==> src/rtl/fetch_buffer.sv <==
// fetch_buffer: pairs IM read-data beats with snooped AR PCs and queues them for decode.
// Optional FETCH_BUF_BYPASS_EN: zero-latency R-to-decode path when the queue is idle.
module fetch_buffer #(
  parameter int XLEN            = 32,
  parameter int DEPTH           = 4,
  parameter int MAX_OUTSTANDING = 4
) (
  input  logic            clk,
  input  logic            rst,
  input  logic            i_im_arvalid,
  input  logic            i_im_arready,
  input  logic [XLEN-1:0] i_im_araddr,
  output logic            o_im_rready,
  input  logic            i_im_rvalid,
  input  logic [XLEN-1:0] i_im_rdata,
  input  logic [1:0]      i_im_rresp,
  input  logic            i_flush,
  output logic            o_fetch_credit,
  output logic            o_id_valid,
  input  logic            i_id_ready,
  output logic [XLEN-1:0] o_id_instr,
  output logic [XLEN-1:0] o_id_pc,
  output logic            o_id_fault
);

  localparam int QW = $clog2(DEPTH);
  localparam int PW = $clog2(MAX_OUTSTANDING);
  localparam int CW = PW + 1;

  typedef struct packed {
    logic [XLEN-1:0] instr;
    logic [XLEN-1:0] pc;
    logic            fault;
  } ent_t;

  ent_t            q_mem [DEPTH];
  logic [XLEN-1:0] pc_mem [MAX_OUTSTANDING];

  logic [QW-1:0] q_head, q_tail;
  logic [QW:0]   q_cnt;
  logic [PW-1:0] pc_head, pc_tail;
  logic [CW-1:0] outst, drop_cnt, outst_nxt;
  logic [CW:0]   inflight;
  logic          rdy;

  logic ar_ev, r_ev, keep, bypass, push, pop;
  ent_t beat, head;

  assign ar_ev = i_im_arvalid & i_im_arready;
  assign r_ev  = i_im_rvalid & rdy;
  assign beat  = {i_im_rdata, pc_mem[pc_head], |i_im_rresp};
  assign head  = q_mem[q_head];

  // Beats already in flight when a flush hits are consumed but never queued.
  assign keep = r_ev & (drop_cnt == '0) & ~i_flush;

`ifdef FETCH_BUF_BYPASS_EN
  assign bypass = keep & (q_cnt == '0);
`else
  assign bypass = 1'b0;
`endif

  assign push = keep & ~(bypass & i_id_ready);
  assign pop  = (q_cnt != '0) & i_id_ready & ~i_flush;

  assign outst_nxt = outst + CW'(ar_ev) - CW'(r_ev);
  assign inflight  = (CW+1)'(q_cnt) + (CW+1)'(outst);

  assign o_im_rready    = rdy;
  assign o_fetch_credit = rdy & (inflight < (CW+1)'(DEPTH));
  assign o_id_valid     = (q_cnt != '0) | bypass;

  always_comb begin
    o_id_instr = '0;
    o_id_pc    = '0;
    o_id_fault = 1'b0;
    if (q_cnt != '0) begin
      o_id_instr = head.instr;
      o_id_pc    = head.pc;
      o_id_fault = head.fault;
    end else if (bypass) begin
      o_id_instr = beat.instr;
      o_id_pc    = beat.pc;
      o_id_fault = beat.fault;
    end
  end

  always_ff @(posedge clk) begin
    if (ar_ev) pc_mem[pc_tail] <= i_im_araddr;
    if (push)  q_mem[q_tail]   <= beat;
  end

  always_ff @(posedge clk) begin
    if (rst) begin
      rdy      <= 1'b0;
      outst    <= '0;
      drop_cnt <= '0;
      pc_head  <= '0;
      pc_tail  <= '0;
      q_head   <= '0;
      q_tail   <= '0;
      q_cnt    <= '0;
    end else begin
      rdy   <= 1'b1;
      outst <= outst_nxt;
      if (ar_ev) pc_tail <= pc_tail + 1'b1;
      if (r_ev)  pc_head <= pc_head + 1'b1;
      // Recomputed from scratch so back-to-back flushes never double count.
      if (i_flush)
        drop_cnt <= outst_nxt - CW'(ar_ev);
      else if (r_ev && drop_cnt != '0)
        drop_cnt <= drop_cnt - 1'b1;
      if (i_flush) begin
        q_head <= '0;
        q_tail <= '0;
        q_cnt  <= '0;
      end else begin
        if (push) q_tail <= q_tail + 1'b1;
        if (pop)  q_head <= q_head + 1'b1;
        q_cnt <= q_cnt + (QW+1)'(push) - (QW+1)'(pop);
      end
    end
  end

  a_credit: assert property (@(posedge clk) disable iff (rst)
    ar_ev |-> o_fetch_credit);

endmodule
==> config.mk <==
export PLATFORM = sky130hd
export DESIGN_NAME = fetch_buffer
export DESIGN_NICKNAME = d
export VERILOG_FILES = /design/src/rtl/fetch_buffer.sv
export SDC_FILE = /design/constraint.sdc
export NUM_CORES = 1
export LEC_CHECK = 0
export CORE_ASPECT_RATIO = 1.75
export CORE_MARGIN = 2
export CORE_UTILIZATION = 45
export CTS_CLUSTER_SIZE = 40
export DETAILED_ROUTE_END_ITERATION = 12
export GPL_ROUTABILITY_DRIVEN = 0
export PLACE_DENSITY = 0.73
export SLEW_MARGIN = 20
export SYNTH_ARGS = -nofsm -noshare
export SYNTH_HDL_FRONTEND = slang
export SYNTH_SLANG_ARGS = --single-unit
==> constraint.sdc <==
create_clock -name clk -period 7.2 [get_ports clk]
set_input_delay 1.44 -clock clk [delete_from_list [all_inputs] [get_ports clk]]
set_output_delay 1.44 -clock clk [all_outputs]
set_load 0.02 [all_outputs]
==> flow_summary_export.csv <==
group,metric,value,unit
global_route,grt_pass1_vias,7684,
route,via_count,6965,
global_route,gr-usage-met3,2.79,%
global_route,use_met1,18.1,%
yosys,synth-simple-area-share,4.19,%
route,route.antenna.remaining_nets,0,
worst_setup_path,crit_family,"buffers and inverters",
status,status,"complete, no violations",
final_layout,areaGrowthSynthToFinish,19.5,%
cts,ctsResizeCount,0,
cts,root_buffer,"clkbuf_16",
final_layout,drive_above_1_share,19.1,%
worst_setup_path,critPathBufInv,2,
global_route,grt_max_degree,67,
floorplan,rows,90,
pwr,p_leak,0.00587,uW
yosys,synth_area,0.0156,mm2
timing,final.setup.tns,0,ns
cts,clock-sinks,410,
yosys,synthMuxAreaShare,14.1,%
global_route,grt_pass1_wl,43.5,mm
cts,htreeDepth,2,
timing,fin_crit_sh,64.4,%
timing,period_needed,4.64,ns
final_layout,antennaDiodeCount,0,
floorplan,io-pin-count,141,
cts,cts_buffers,35,
placement,placed_cell_area,0.0175,mm2
cts,hold_buffers,0,
worst_setup_path,path_cells,"buf_4, mux4_2, and2_1, clkdlybuf4s50_1",
worst_setup_path,crit_arrival,3.20,ns
yosys,synth.distinct_cells,37,
pwr,ir_worst_vdd,168,uV
floorplan,dieArea,0.0362,mm2
route,drt-total-wl,28.3,mm
yosys,synth_top_family_by_area,"multiplexers",
yosys,yosys_warnings,0,
floorplan,core_area,0.0343,mm2
timing,final-setup-viol-count,0,
yosys,yosysTopAreaCell,"edfxtp_1",
route,viasPerCell,5.17,
timing,max_freq,216,MHz
worst_setup_path,max_stage_delay,0.81,ns
placement,port_buffers,140,
floorplan,die_w,145,um
cts,tritoncts,"built",
global_route,track_usage,16.1,%
final_layout,nets,952,
cts,clockBufferDepth,3,
pwr,pwr_density_cell,258,mW/mm2
global_route,use_met2,29.8,%
yosys,postSynthAreaPerCell,22.1,um2
route,wl_per_cell,21.0,um
yosys,synth-adder-area-share,1.54,%
worst_setup_path,setup.worst_path.class,"reg2out",
yosys,synth-xor-area-share,0.650,%
route,dr.pass1.iters,7,
yosys,synth_fp_nets,795,
placement,dp_hpwl,18.1,mm
timing,finalHoldViolCount,0,
timing,rsz0062_at_grt,"false",
timing,final-max-slew-violation-count,0,
floorplan,start_util,45.4,%
pwr,p_total,4820,uW
global_route,grt_busiest_layer,"met2",
yosys,ys_seq_area_share,77.5,%
timing,fin_worst_skew,0.0174,ns
worst_setup_path,crit_fanout,36,
yosys,synthTopCellsByArea,"edfxtp_1 75%, mux4_2 14%, and2_1 2.9%",
yosys,synth_cells,704,
yosys,synth-compound-area-share,0.610,%
cts,cts_setup_buffers,0,
timing,slew_headroom,41.8,%
worst_setup_path,critPathSlowestCell,"dfxtp_4",
worst_setup_path,cp-end-kind,"output port",
timing,tightest_slew,0.873,ns
min_path,hold_path.class,"reg2reg",
cts,clock_latency,0.52,ns
worst_setup_path,critPathLaunchType,"register",
flow_run,drv_cap,0,
cts,clkTransAtPathRegs,0.07,ns
yosys,ys_seq_elements,410,
route,dr.first_iter.drc_count,469,
route,drcViolationCount,0,
global_route,antenna_found_initial,0,
floorplan,die_y,250,um
final_layout,final_cell_area,0.0186,mm2
worst_setup_path,critPathRequiredTime,5.76,ns
yosys,synth_top_area_share,74.7,%
global_route,overflow,0,
## stage by stage
step           instances  utilization, %  hold WS, ns  setup slack [ns]
2_1_floorplan        704               -        0.469              3.37
3_3_place_gp        1284            50.9        0.488              3.03
3_5_place_dp        1284            50.9        0.509              3.01
4_1_cts             1346            54.3        0.519              2.44
5_1_grt             1346            54.3        0.553              2.33
6_report            1346            54.3        0.506              2.56
## power by group
part	switching, uW	internal, uW	total, uW
registers	17.9	2660	2680
clock network	799	1070	1870
logic	134	133	266
total	950	3870	4820
## synthesized netlist by cell type (all sizes together)
cell	count
edfxtp	388
mux4	97
and2	72
dfxtp	22
buf	18
nor2	18
ha	16
clkbuf	12
inv	12
xor2	5
and3	4
nand2	4
nand3	4
xnor2	4
a21oi	2
a311oi	2
fa	2
nor2b	2
nor3	2
o21ai	2
or2	2
a211oi	1
a21boi	1
a31oi	1
a32o	1
a41o	1
and3b	1
mux2i	1
nand2b	1
nand4b	1
o311ai	1
o31ai	1
or3	1
or4b	1
xnor3	1
## worst reg2reg max path: stages, from the launching register on
cell      delay, ns
dfxtp_1        0.32
inv_1          0.09
ha_1           0.22
nand4b_1       0.21
nor2_1         0.32
and2_4         0.44
buf_4          0.66
## cell usage in the layout, fill, tap and decap left out, types with 2 or more instances in the layout
cell / count
dfxtp_1: 19
nand2_1: 4
a311oi_1: 2
nor2b_1: 2
ha_1: 16
clkdlybuf4s50_1: 140
and2_1: 68
xor2_1: 5
a21oi_1: 2
buf_4: 10
inv_1: 12
and2_4: 4
clkbuf_1: 6
clkinv_1: 9
edfxtp_1: 388
nand3_1: 4
bufinv_16: 3
and3_2: 4
fa_1: 2
xnor2_1: 4
clkinvlp_4: 2
o21ai_0: 2
or2_2: 2
nor3_1: 2
dfxtp_4: 2
nor2_1: 18
clkbuf_8: 2
clkbuf_16: 37
mux4_2: 97
## sequential cells by signal, indices dropped and copies added, names as in the netlist, 3 cells and up, named ones only
name / cells
outst: 3
drop_cnt: 3
q_cnt: 3
pc_mem: 128
q_mem: 260
## path summary, 6_finish.rpt
| check | depth (start not counted) | end | from | slack (ns) |
|---|---|---|---|---|
| max | 4 | o_id_pc[16] | register | 2.56 |
| min | 2 | pc_tail[1]$_SDFFE_PP0P_ | pc_tail[1]$_SDFFE_PP0P_ | 0.51 |
| max reg2reg | 6 | q_mem[3][39]$_DFFE_PP_ | drop_cnt[0]$_SDFFE_PP0P_ | 4.54 |
| min reg2reg | 2 | pc_tail[1]$_SDFFE_PP0P_ | pc_tail[1]$_SDFFE_PP0P_ | 0.51 |
## logic make-up (layout without fill, tap and decap cells)
kind of cell / after synthesis / count (layout)
flops: 410 / 410
simple gates: 113 / 113
mux: 98 / 98
buf+inv: 42 / 224
fa+ha+maj: 18 / 18
compound gates: 13 / 13
xor+xnor: 10 / 10
## final cells by class
class | count | area (um2)
inverters | 12 | 45.0
well taps | 460 | 576
multi-input cells | 252 | 3300
fillers | 2596 | 15700
flip-flops and latches | 410 | 12100
clock buffers | 45 | 976
repair buffers | 150 | 1480
clock inverters | 17 | 166
## metal layers
metal / share of wire, % / up-vias
li1: - / 3168
met1: 37 / 3606
met2: 55 / 138
met3: 3.7 / 53
met4: 3.5 / 0
met5: 0 / -
(Power assumes the default switching activity.)
